--- src/rtl/bch_chien_search_serial.sv ---
// Serial Chien search for a binary BCH decoder: evaluates the error locator L(x)
// at x = alpha^-j for j = n-1 down to 0, one position per enabled clock.
module bch_chien_search_serial #(
    parameter int m      = 4,
    parameter int k_max  = 5,
    parameter int d      = 7,
    parameter int n      = 15,
    parameter int irrpol = 19,
    parameter int ptr_w  = 4,
    localparam int t     = (d - 1) / 2,
    localparam int CW    = $clog2(t + 1)
) (
    input  logic                 iclk,
    input  logic                 ireset,
    input  logic                 iclkena,
    input  logic                 iloc_poly_val,
    input  logic [m*(t+1)-1:0]   iloc_poly,
    input  logic [ptr_w-1:0]     iloc_poly_ptr,
    output logic                 ordy,
    output logic                 oval,
    output logic                 osop,
    output logic                 oeop,
    output logic                 oerr,
    output logic [ptr_w-1:0]     optr,
    output logic [CW-1:0]        oerr_cnt,
    output logic                 odecfail
);

    localparam int NF      = (1 << m) - 1;
    localparam int PW      = $clog2(n);
    localparam int CNT_MAX = (1 << CW) - 1;

    typedef logic [m-1:0] gf_t;
    typedef enum logic [1:0] {cIDLE, cLOAD, cSEARCH} state_t;

    function automatic gf_t gf_mul_alpha(gf_t a);
        gf_t r;
        r = gf_t'(a << 1);
        if (a[m-1]) r = r ^ gf_t'(irrpol);
        return r;
    endfunction

    // Multiply by alpha^e; e is always an elaboration constant, so this folds to XORs.
    function automatic gf_t gf_mul_pow(gf_t a, int e);
        gf_t r;
        r = a;
        for (int s = 0; s < NF; s++) begin
            if (s < e) r = gf_mul_alpha(r);
        end
        return r;
    endfunction

    state_t          state_q, state_d;
    gf_t             loc      [t+1];
    gf_t             term_q   [t+1];
    logic [CW-1:0]   deg_in, deg_q;
    logic            l0_ok_q;
    logic [PW-1:0]   pos_q;
    logic            active_q;
    logic [CW-1:0]   cnt_q, cnt_d;
    gf_t             sum;
    logic            flag;
    logic            accept;

    logic                val_q, sop_q, eop_q, err_q, decfail_q;
    logic [ptr_w-1:0]    ptr_q;
    logic [CW-1:0]       err_cnt_q;

    // NOTE: every variable written here gets a default first, so no latch is inferred.
    always_comb begin
        deg_in = '0;
        for (int i = 0; i <= t; i++) begin
            loc[i] = iloc_poly[i*m +: m];
        end
        for (int i = 1; i <= t; i++) begin
            if (loc[i] != '0) deg_in = CW'(i);
        end
    end

    always_comb begin
        sum = '0;
        for (int i = 0; i <= t; i++) begin
            sum = sum ^ term_q[i];
        end
    end

    // An L[0]==0 locator is malformed; suppressing its flags makes it report as a decode failure.
    assign flag   = l0_ok_q && (sum == '0);
    assign cnt_d  = (flag && (cnt_q != CW'(CNT_MAX))) ? cnt_q + CW'(1) : cnt_q;
    assign accept = (state_q == cIDLE) && iloc_poly_val;

    always_comb begin
        state_d = state_q;
        case (state_q)
            cIDLE:   if (iloc_poly_val) state_d = cLOAD;
            cLOAD:   state_d = cSEARCH;
            cSEARCH: if (!active_q) state_d = cIDLE;
            default: state_d = cIDLE;
        endcase
    end

    // NOTE: sequential state uses non-blocking assignments so every flop samples pre-edge values.
    always_ff @(posedge iclk or posedge ireset) begin
        if (ireset) begin
            state_q <= cIDLE;
        end else if (iclkena) begin
            state_q <= state_d;
        end
    end

    always_ff @(posedge iclk or posedge ireset) begin
        if (ireset) begin
            pos_q     <= '0;
            active_q  <= 1'b0;
            cnt_q     <= '0;
            val_q     <= 1'b0;
            sop_q     <= 1'b0;
            eop_q     <= 1'b0;
            err_q     <= 1'b0;
            ptr_q     <= '0;
            err_cnt_q <= '0;
            decfail_q <= 1'b0;
        end else if (iclkena) begin
            if (accept) begin
                ptr_q    <= iloc_poly_ptr;
                pos_q    <= PW'(n - 1);
                active_q <= 1'b1;
                cnt_q    <= '0;
            end else if (active_q) begin
                pos_q <= pos_q - PW'(1);
                cnt_q <= cnt_d;
                if (pos_q == '0) active_q <= 1'b0;
            end
            val_q <= active_q;
            sop_q <= active_q && (pos_q == PW'(n - 1));
            eop_q <= active_q && (pos_q == '0);
            err_q <= active_q && flag;
            if (active_q && (pos_q == '0)) begin
                err_cnt_q <= cnt_d;
                decfail_q <= (cnt_d != deg_q);
            end
        end
    end

    // NOTE: the evaluation terms are pure datapath, loaded on accept before use, so they carry no reset.
    always_ff @(posedge iclk) begin
        if (iclkena) begin
            if (accept) begin
                for (int i = 0; i <= t; i++) begin
                    term_q[i] <= gf_mul_pow(loc[i], (i * (NF - n + 1)) % NF);
                end
                deg_q   <= deg_in;
                l0_ok_q <= (loc[0] != '0);
            end else if (active_q) begin
                for (int i = 0; i <= t; i++) begin
                    term_q[i] <= gf_mul_pow(term_q[i], i % NF);
                end
            end
        end
    end

    assign ordy     = (state_q == cIDLE);
    assign oval     = val_q;
    assign osop     = sop_q;
    assign oeop     = eop_q;
    assign oerr     = err_q;
    assign optr     = ptr_q;
    assign oerr_cnt = err_cnt_q;
    assign odecfail = decfail_q;

endmodule

--- config.mk ---
export PLATFORM = sky130hd
export DESIGN_NAME = bch_chien_search_serial
export DESIGN_NICKNAME = d
export VERILOG_FILES = /design/src/rtl/bch_chien_search_serial.sv
export SDC_FILE = /design/constraint.sdc
export NUM_CORES = 1
export LEC_CHECK = 0
export CAP_MARGIN = 20
export CORE_UTILIZATION = 51
export DETAILED_ROUTE_END_ITERATION = 8
export GPL_ROUTABILITY_DRIVEN = 0
export PLACE_DENSITY = 0.9
export SYNTH_ARGS = -nofsm -noshare
export SYNTH_HDL_FRONTEND = slang
export SYNTH_SLANG_ARGS = --single-unit
--- constraint.sdc ---
create_clock -name iclk -period 2.3 [get_ports iclk]
set_input_delay 0.23 -clock iclk [delete_from_list [all_inputs] [get_ports iclk]]
set_output_delay 0.23 -clock iclk [all_outputs]
set_load 0.005 [all_outputs]
# Word level (Yosys, flattened, before mapping)
# Memories as Yosys holds them, arrays and structs flattened.
# Cells that the tools add are included.
# totals
ff_bits	23
latch_bits	0
mem_bits_rw	16
romBits	0
inputBits	24
output_inout_bits	12
wordCells	128
mem_count	1
# mem_list
name	words	word_bits	rd	rd_clocked_by_memory_dff	write_ports	line	rtl
term_q	4	4	4	0	4	55	gf_t term_q [t+1];
# classes
addsub	2
multipliers	0
div_mod_pow	0
magnitude_cmp	0
eq_ne	7
shift	0
muxes	66
bitwise	19
n_reduce_logical	19
# ops
op	count
2-to-1 mux 4 bit	36
2-to-1 mux 2 bit	17
NOT 2 bit	12
nonzero test 4 bit	4
2-to-1 mux 1 bit	12
XOR 4 bit	3
zero test 4 bit	2
logical AND 1 bit	6
inequality test 2 bit, second input constant	3
case mux 2 bit (3 select lines)	1
AND reduction 2 bit	3
== test 4 bit, second input constant	1
OR 1 bit	4
subtractor 4 x 1 -> 4 bit, second input constant	1
AND reduction 3 bit	1
adder 2 x 1 -> 2 bit, second input constant	1
== test 2 x 1 -> 1 bit, second input constant	1
== test 2 bit, second input constant	1
zero test 2 bit	1
inequality test 2 bit	1
nonzero test 2 bit	1
OR reduction 2 bit	1

# Longest topological paths before layout
# Gate-level depths: netlist of the first run.
# An unclocked memory read counts as a cell.
# logic_depth
ltp_word	17
ltp_mapped	7
ltp_nobuf	7

# Worst setup path after synthesis of the first run
# OpenSTA, ideal clock, no wires.
# synth_timing
path_type	register -> register
from	memory term_q[3][1] (netlist bit)
to	register decfail_q (netlist: odecfail)
setup_ns	0.151
t_arrival_ns	1.698
required_ns	2.149
setup_slack_ns	0.451
stages_incl_launch_ff	8
path_buffers	0
period_less_slack_ns	1.849
path_cell_list	edfxtp_1 -> xor2_1 -> xnor2_1 -> nor4_2 -> nand3b_2 -> mux2i_2 -> xor2_1 -> a41oi_1
# synth_lines
item	line	rtl
from (decl)	55	
to (signal assigned)	140	decfail_q <= (cnt_d != deg_q);
to (decl)	65	logic val_q, sop_q, eop_q, err_q, decfail_q;

==> metrics.md, run 1 <==
| Metric | Value |
|---|---|
| HPWL after DPL | `2.75 mm` |
| Final WL | `3.73 mm` |
| Post-synthesis sequential area ratio | `56.1%` |
| MaxCap Viol Count | `0` |
| Peak Freq | `~480 MHz` |
| Final Non-Filler Cells | `about 280` |
| Layout net count | `258` |
| Final min period | `a little over 2 ns` |
| Final TNS setup | `0 ns` |
| Cts hold-fix bufs | `0` |
| Number of placed instances, taps included | `between 200 and 300` |
| Gr usage total | `between 20 and 25%` |
| Max H-tree Level | `2` |
| Met3 Use GR | `7.61%` |
| Core area | `3470 sq um` |
| Cell breakdown of the critical path | `xnor2_1, xnor2_1, nor4_2, nand3b_2, xor2_1, xor2_1, a41oi_1` |
| N_diodes | `0` |
| Final Setup Violations | `0` |
| Filler cell count | `262` |
| Initial antenna violation count | `0` |
| Status | `completed` |
| Total chip power | `2.71 mW` |
| Global-route wire length before repair | `6.56 mm` |
| Setup Buffers After CTS | `0` |
| Yosys top cell area share | `29.9%` |
| HP Class | `in2async` |
| Full die area | `approximately 4000 sq um` |
| Max Transition Viols Final | `0` |
| Area grow syn2layout | `28.2%` |
| Worst-path fanout max | `4` |
| Synth Register Bits | `39` |
| Root buf cell | `clkbuf_8` |
| CP endpoint kind | `flop` |
| Pin count of the biggest net entering global routing | `21` |
| Slowest cell delay on critical path | `0.45 ns` |
| CTS tree | `built` |
| PD cells | `1110 nW/um^2` |
| DR vias/cell | `5.13` |
| GR peak layer | `met2` |
| Met1 Track Usage GR | `27.4%` |
| First drt pass iteration count | `4` |
| Worst Tran Pin Value | `0.746 ns` |
| Fin Clk Skew | `0.00893 ns` |
| Met2 GRT Util | `about a third` |
| Leak | `1.03 nW` |
| Critical Path Source Type | `flop` |
| CTS clock-pin slew for the worst setup and hold paths | `approximately 0.080 ns` |
| DR WL/cell | `13.5 microns` |
| Final global-route overflow total | `0` |
| Synth warn | `0` |
| Skew-Pair Late Insertion Delay | `around 0.30 ns` |
| Area contributors post-synth | `edfxtp_1, dfrtp_1, nand2_1, xnor2_1, xor2_1` |
| Share of cells above drive strength 1 | `6.99%` |
| Post-synthesis area per instance | `10.3 sq um` |
| Syn nets | `between 200 and 250` |
| RSZ-0062 raised after global routing | `false` |
| CTS buffer count | `5` |
| Cells after Synth | `186` |
| Vias in the first global route | `1,483` |
| WP data required | `2.44 ns` |
| CP Data Arrival Time | `2.22 ns` |
| Initial Utilization | `55.1%` |
| FP Rows | `21` |
| DR DRC count | `0` |
| Vias | `1,412` |
| CTS Sinks | `39` |
| Die height | `63.2 microns` |
| Hold Vio Cnt, Final | `0` |
| Final Cycle Share | `90.3%` |
| Clock buffer depth | `2` |
| # IOs | `36` |
| DRT iter0 DRCs | `66` |
| PortBufs | `35` |
| Yosys top cell by area | `edfxtp_1` |
| Highest ir drop seen on vdd | `524 uV` |
| Synth cell types | `24` |
| CP max stage cell | `edfxtp_1` |
| Die Width | `~63 microns` |
| Max_slew headroom | `50.2%` |
| Setup CP Type | `reg2reg` |
| Post_cts resized | `0` |
| Final ANT Viol Nets | `0` |
| Cell area after synthesis | `1910 sq um` |
==> synth_stat cells <==
| cell | n |
|---|---|
| nor4_2 | 1 |
| o211ai_1 | 1 |
| o31ai_1 | 1 |
| inv_1 | 15 |
| xor2_1 | 12 |
| edfxtp_1 | 19 |
| dfrtp_1 | 20 |
| nand2_1 | 52 |
| or4_1 | 1 |
| nor4_1 | 2 |
| ha_1 | 6 |
| nand4_1 | 2 |
| nor2_1 | 2 |
| a41oi_1 | 1 |
| clkbuf_1 | 5 |
| xnor2_1 | 15 |
| a21oi_1 | 2 |
| nand3b_2 | 1 |
| mux2i_2 | 1 |
| a22o_1 | 1 |
| nor3b_1 | 2 |
| o21ai_0 | 19 |
| and2_1 | 1 |
| nand3_1 | 4 |
==> power breakdown <==
part / total [mW] / internal [mW] / switching (mW)
clock network: 0.542 / 0.307 / 0.235
registers: 1.19 / 1.00 / 0.190
logic: 0.975 / 0.494 / 0.481
total: 2.71 / 1.80 / 0.906
==> critical path, delay by kind of cell (launching register included) <==
kind	cells	cell delay, ns
simple gates	2	0.55
compound gates	1	0.13
flops	1	0.45
xor+xnor	4	0.79
==> final cells by class <==
type                    instances  area, sq um  share of cell area [%]
clock buffers                   7          108                    4.39
repair buffers                 40          388                    15.8
clock inverters                 1         5.00                   0.204
well taps                      46         57.6                    2.35
inverters                      15         56.3                    2.30
multi-input cells             127          763                    31.2
flip-flops and latches         39         1070                    43.7
==> flip-flops by register name, summed over array words and instances, names as in the netlist <==
register	flops
term_q	16
osop	1
odecfail	1
active_q	1
oeop	1
oval	1
cnt_q	2
oerr	1
pos_q	4
oerr_cnt	2
state_q	2
optr	4
deg_q	2
l0_ok_q	1
==> cells by family (layout without fill, tap and decap cells) <==
kind of cell	count (synthesis)	after routing	synth area share, %
simple gates	68	68	15.7
flops	39	39	56.1
xor+xnor	27	27	12.4
compound gates	25	25	7.21
buf+inv	20	63	3.93
fa+ha+maj	6	6	3.93
mux	1	1	0.721
==> final timing paths <==
kind | from | endpoint | slack [ns] | depth (start not counted)
worst max-delay path | term_q[2][3]$_DFFE_PP_ | odecfail$_DFFE_PP0P_ | 0.22 | 7
worst min-delay path | ireset | active_q$_DFFE_PP0P_ | 0.36 | 2
worst max register to register | term_q[2][3]$_DFFE_PP_ | odecfail$_DFFE_PP0P_ | 0.22 | 7
worst min register to register | oerr_cnt[0]$_DFFE_PP0P_ | oerr_cnt[0]$_DFFE_PP0P_ | 0.48 | 2
max in group asynchronous | ireset | oerr_cnt[1]$_DFFE_PP0P_ | 1.47 | 2
min in group iclk | iloc_poly_ptr[1] | optr[1]$_DFFE_PP0P_ | 0.46 | 3
==> cell usage in the layout, fill, tap and decap left out, types with 2 or more instances in the layout <==
master	netlist	layout
a21oi_1	2	2
buf_4	0	5
clkbuf_8	0	6
clkdlybuf4s50_1	0	35
dfrtp_1	20	20
edfxtp_1	19	19
ha_1	6	6
inv_1	15	15
nand2_1	52	52
nand3_1	4	4
nand4_1	2	2
nor2_1	2	2
nor3b_1	2	2
nor4_1	2	2
o21ai_0	19	19
xnor2_1	15	15
xor2_1	12	12
==> metal layers <==
layer | routed length, microns | vias up
li1 | - | 699
met1 | 1720 | 665
met2 | 1740 | 38
met3 | 164 | 10
met4 | 104 | 0
met5 | 0 | -
==> metrics by stage <==
stage / hold WS, ns / utilization, % / setup WS, ns / instance area (sq um)
final: 0.359 / 70.6 / 0.223 / 2450
after global routing: 0.430 / 70.6 / 0.0368 / 2450
after CTS: 0.381 / 70.6 / 0.226 / 2450
after detailed placement: 0.465 / 67.4 / 0.236 / 2340
after global placement: 0.468 / 67.4 / 0.378 / 2340
after floorplan: 0.194 / - / 0.451 / 1910
Note: power is estimated with default switching activity, not from simulation.
==> run 2: changes to the inputs <==
- PLACE_DENSITY: 0.9 -> 0.75
==> metrics.md, run 2 (synthesized netlist as in run 1, its figures left out) <==
| Metric | Value |
|---|---|
| Status | `completed (unchanged)` |
| Cts hold-fix bufs | `0 (unchanged)` |
| Post_cts resized | `0 (unchanged)` |
| Initial antenna violation count | `0 (unchanged)` |
| Core area | `3470 sq um (unchanged)` |
| Total chip power | `2.61 mW (was 2.71 mW)` |
| Final ANT Viol Nets | `0 (unchanged)` |
| Most frequent cells in the layout | `nand2_1, clkdlybuf4s50_1, dfrtp_1, o21ai_0, edfxtp_1 (unchanged)` |
| FF-to-FF Start | `term_q[1][1]$_DFFE_PP_ (was term_q[2][3]$_DFFE_PP_)` |
| Highest ir drop seen on vdd | `600 uV (was 524 uV)` |
| Commonest non-fill, non-tap cell in the layout | `nand2_1 (unchanged)` |
| PD cells | `1080 nW/um^2 (was 1110 nW/um^2)` |
| Skew-Pair Late Insertion Delay | `0.28 ns (was 0.30 ns)` |
| Worst Tran Pin Value | `0.733 ns (was 0.746 ns)` |
| DR DRC count | `0 (unchanged)` |
| Die Width | `63.2 microns (unchanged)` |
| WP data required | `2.44 ns (about the same)` |
| Max reg flops | `16 (unchanged)` |
| Post-Place Cell Area | `2330 sq um (was 2340 sq um)` |
| N_diodes | `0 (unchanged)` |
| Share of cells above drive strength 1 | `6.58% (was 6.99%)` |
| Area grow syn2layout | `26.3% (was 28.2%)` |
| FF-to-FF setup slack | `0.19 ns (was 0.22 ns)` |
| Gr usage total | `22.5% (was 22.1%)` |
| Critical Path Source Type | `flop (unchanged)` |
| CP Data Arrival Time | `2.25 ns (was 2.22 ns)` |
| Reg2reg end | `odecfail$_DFFE_PP0P_ (unchanged)` |
| Area occupied by registers | `1070 sq um (unchanged)` |
| HPWL after DPL | `2.92 mm (was 2.75 mm)` |
| Setup Buffers After CTS | `0 (unchanged)` |
| Setup CP Type | `reg2reg (unchanged)` |
| Final Setup Violations | `0 (unchanged)` |
| CTS buffer count | `5 (unchanged)` |
| Vias in the first global route | `1,521 (was 1,483)` |
| HP Class | `in2async (unchanged)` |
| DRT iter0 DRCs | `87 (was 66)` |
| CTS tree | `built (unchanged)` |
| Global-route wire length before repair | `6.84 mm (was 6.56 mm)` |
| FP Rows | `21 (unchanged)` |
| CP endpoint kind | `flop (unchanged)` |
| Final global-route overflow total | `0 (unchanged)` |
| # IOs | `36 (unchanged)` |
| Final Cycle Share | `91.9% (was 90.3%)` |
| Worst-path fanout max | `4 (unchanged)` |
| Layout net count | `257 (was 258)` |
| Final min period | `2.11 ns (was 2.08 ns)` |
| Design area | `2410 sq um (was 2450 sq um)` |
| MaxCap Viol Count | `0 (unchanged)` |
| First drt pass iteration count | `4 (unchanged)` |
| Full die area | `3990 sq um (unchanged)` |
| Clock buffer depth | `2 (unchanged)` |
| RSZ-0062 raised after global routing | `false (unchanged)` |
| Area of the multi-input gates | `763 sq um (unchanged)` |
| CTS clock-pin slew for the worst setup and hold paths | `0.08 ns (about the same)` |
| Cells on worst reg2reg path | `7 (unchanged)` |
| Filler cell count | `294 (was 262)` |
| Die height | `63.2 microns (unchanged)` |
| Final WL | `3.87 mm (was 3.73 mm)` |
| Utilization after layout | `69.6% (was 70.6%)` |
| Root buf cell | `clkbuf_8 (unchanged)` |
| Max H-tree Level | `2 (unchanged)` |
| Final TNS setup | `0 ns (unchanged)` |
| Pin count of the biggest net entering global routing | `21 (unchanged)` |
| Most used cell, CP | `xnor2_1` |
| WHS | `0.365 ns (was 0.359 ns)` |
| Slowest cell delay on critical path | `0.42 ns (was 0.45 ns)` |
| Max Transition Viols Final | `0 (unchanged)` |
| Leak | `1.01 nW (was 1.03 nW)` |
| PortBufs | `35 (unchanged)` |
| DR WL/cell | `14.1 microns (was 13.5 microns)` |
| Peak Freq | `473 MHz (was 482 MHz)` |
| Critical path launch point | `term_q[1][1]$_DFFE_PP_ (was term_q[2][3]$_DFFE_PP_)` |
| Cell breakdown of the critical path | `xnor2_1, xnor2_1, nor4_2, nand3b_2, mux2i_2, xor2_1, a41oi_1 (was xnor2_1, xnor2_1, nor4_2, nand3b_2, xor2_1, xor2_1, a41oi_1)` |
| CP max stage cell | `edfxtp_1 (unchanged)` |
| Reg with most FFs | `term_q (unchanged)` |
| Hold Vio Cnt, Final | `0 (unchanged)` |
| Initial Utilization | `55.1% (unchanged)` |
| Fin Clk Skew | `0.00506 ns (was 0.00893 ns)` |
| CTS Sinks | `39 (unchanged)` |
| DR vias/cell | `5.01 (was 5.13)` |
| Vias | `1,373 (was 1,412)` |
| Max_slew headroom | `51.1% (was 50.2%)` |
run 2: power by group:
part | switching [mW] | total [mW] | internal (mW)
clock network | 0.232 | 0.439 | 0.207
registers | 0.193 | 1.19 | 1.00
logic | 0.489 | 0.980 | 0.491
run 2: how the worst max path moves through the flow:
stage                                 endpoint  slack, ns
final                     odecfail$_DFFE_PP0P_       0.19
after global routing      odecfail$_DFFE_PP0P_       0.04
after global placement    odecfail$_DFFE_PP0P_       0.35
after floorplan           odecfail$_DFFE_PP0P_       0.45
after CTS                 odecfail$_DFFE_PP0P_       0.21
after detailed placement  odecfail$_DFFE_PP0P_       0.24
run 2: critical path, delay by kind of cell, from the launching register on:
kind,cells,cell delay [ns]
XOR/XNOR,3,0.55
AND/OR/NAND/NOR,2,0.57
flip-flops,1,0.42
AO/OA/AOI/OAI,1,0.14
multiplexers,1,0.28
run 2: per-stage QoR:
| step | std cells | worst slack [ns] |
|---|---|---|
| after floorplan | 186 | 0.451 |
| after global placement | 266 | 0.345 |
| after detailed placement | 266 | 0.239 |
| after CTS | 274 | 0.205 |
| after global routing | 274 | 0.0380 |
| final | 274 | 0.186 |
run 2: area by class of cell:
cell class,instances,area share [%]
Timing Repair Buffer,39,15.8
Sequential cell,39,44.4
Clock inverter,3,0.622
Tap cell,46,2.39
Inverter,15,2.33
Clock buffer,5,2.85
Multi-Input combinational cell,127,31.6
run 2: routing by layer:
| layer | up-vias | part of all wire [%] | GRT usage [%] |
|---|---|---|---|
| met5 | - | 0 | 0 |
| met4 | 0 | 0.70 | 6.53 |
| li1 | 694 | - | - |
| met2 | 29 | 48 | 37.8 |
| met1 | 646 | 47 | 29.0 |
| met3 | 4 | 3.8 | 5.25 |
==> edit: new RTL, flow settings as in run 1 <==
Change the parameter `d` from 7 to 14.
--- a/src/rtl/bch_chien_search_serial.sv
+++ b/src/rtl/bch_chien_search_serial.sv
@@ -4,5 +4,5 @@
     parameter int m      = 4,
     parameter int k_max  = 5,
-    parameter int d      = 7,
+    parameter int d      = 14,
     parameter int n      = 15,
     parameter int irrpol = 19,
Ports: changed (resized iloc_poly and oerr_cnt); port bits go from 36 to 49. No check against the original RTL was run, so the function may have changed too.
==> edit against run 1 <==
- highest routed layer unchanged
- synthesized area rose by 63%
- worst setup slack got worse by 0.073 ns
- sequential cell count rose by 15
- clock power fell by 2%
- cell count rose by 57%
- via count rose by 66%
- fmax fell by 3.4%
- final area rose by 57%
- power rose by 52%
- die area rose by 60%
- routed wire length rose by 71%
==> edit: results (changes against run 1) <==
[outcome]
outcome=complete, no violations

[finish]
fill_cells=461  ; +76%
drive_gt1_share_pct=5.882  ; -1.1 points
largest_reg_flops=28  ; +12
finalNonFillerCells=432  ; +57%
final_nets=403  ; +56%

[placement]
place_ws_ns=0.08016  ; -0.1560 ns
placed_area_sq_um=3707  ; +59%
portBuffers=48  ; +37%
numPlacedInstances=421  ; +58%

[power]
p_sw_uw=1425  ; +57%
pwr-share-seq_pct=41.1  ; -2.9 points
pwr-share-clk_pct=12.9  ; -7.1 points
power.density_nw_per_um2=1073  ; -2.9%
peakVddDrop_uv=462.9  ; -12%
p_leak_uw=0.001644  ; +60%

[setup_path]
reg2reg_to=cnt_q[2]
ff2ff_setup_slack_ns=0.15  ; -0.07 ns
worst-path-max-fanout=9  ; +5
startpoint=term_q[4][3]
crit_end=cnt_q[2]
r2r_cells=6  ; -1

[timing]
worstMarginPinSlew_ns=0.8103  ; +0.06397 ns
skew_ns=0.01230  ; +0.003367 ns
fmax_ghz=0.4651  ; -3.4%
holdWs_ns=0.3755  ; +0.01649 ns

[yosys]
syn-instance-count=300  ; +61%
synth-xor-area-share_pct=18.50  ; +6.1 points
synth_compound_area_share_pct=9.150  ; +1.9 points
synth.area.mux_share_pct=0.3225  ; -0.40 points
yosys-top-cells-area=edfxtp_1, dfrtp_1, xnor2_1
synth_edf_count=32  ; +13
synth_nets=346  ; +60%
ys_top_cells_by_count=nand2_1, edfxtp_1, xnor2_1
ys_seq_area_share_pct=48.69  ; -7.4 points
synth_cell_types=38  ; +58%
ys.flop_type=edfxtp_1
async_flop_share_pct=40.74  ; -11 points

[global_route]
met3_usage_pct=4.343  ; -3.3 points
grt_max_degree=32  ; +52%
grt_pass1_wl_mm=10.76  ; +64%
grt_pass1_vias=2362  ; +59%
grtUsageTotal_pct=22.38  ; +0.32 points
grt_use_met2_pct=41.20  ; +7.5 points

[routing]
wl_met1_mm=2.624  ; +53%
wl_met2_mm=3.349  ; +93%
initialDrtViolationCount=108  ; +64%
via_count=2341  ; +66%
dr_wl_met3_microns=276  ; +68%
wire_per_inst_microns=14.74  ; +8.8%

[clock_network]
clkLatencyLatePin_ns=0.31

edit: cell types whose count changed after synthesis, moves of 4 or more:
cell / change
xnor3_1: +8
nand2_1: +8
edfxtp_1: +13
a21oi_1: +7
ha_1: +4
xnor2_1: +15
inv_1: +5
nor2_1: +13
a21o_1: +4
edit: cells by family after synthesis:
family / Yosys count
simple gates: 105
flops: 54
xor+xnor: 53
compound gates: 46
buf+inv: 31
fa+ha+maj: 10
mux: 1
edit: critical path: stages (launching register included):
cell	delay, ns
edfxtp_1	0.44
xnor3_1	0.39
xnor3_1	0.42
nor4_4	0.23
buf_4	0.20
a21oi_1	0.08
a221o_1	0.28
edit: final cells by class:
| class | instances | area, sq um | area share (%) |
|---|---|---|---|
| timing repair buffer | 60 | 583.1 | 15.21 |
| sequential | 54 | 1511 | 39.44 |
| multi-input combinational | 215 | 1479 | 38.59 |
| inverter | 21 | 78.83 | 2.057 |
| clock buffer | 7 | 86.33 | 2.253 |
| tap | 75 | 93.84 | 2.449 |
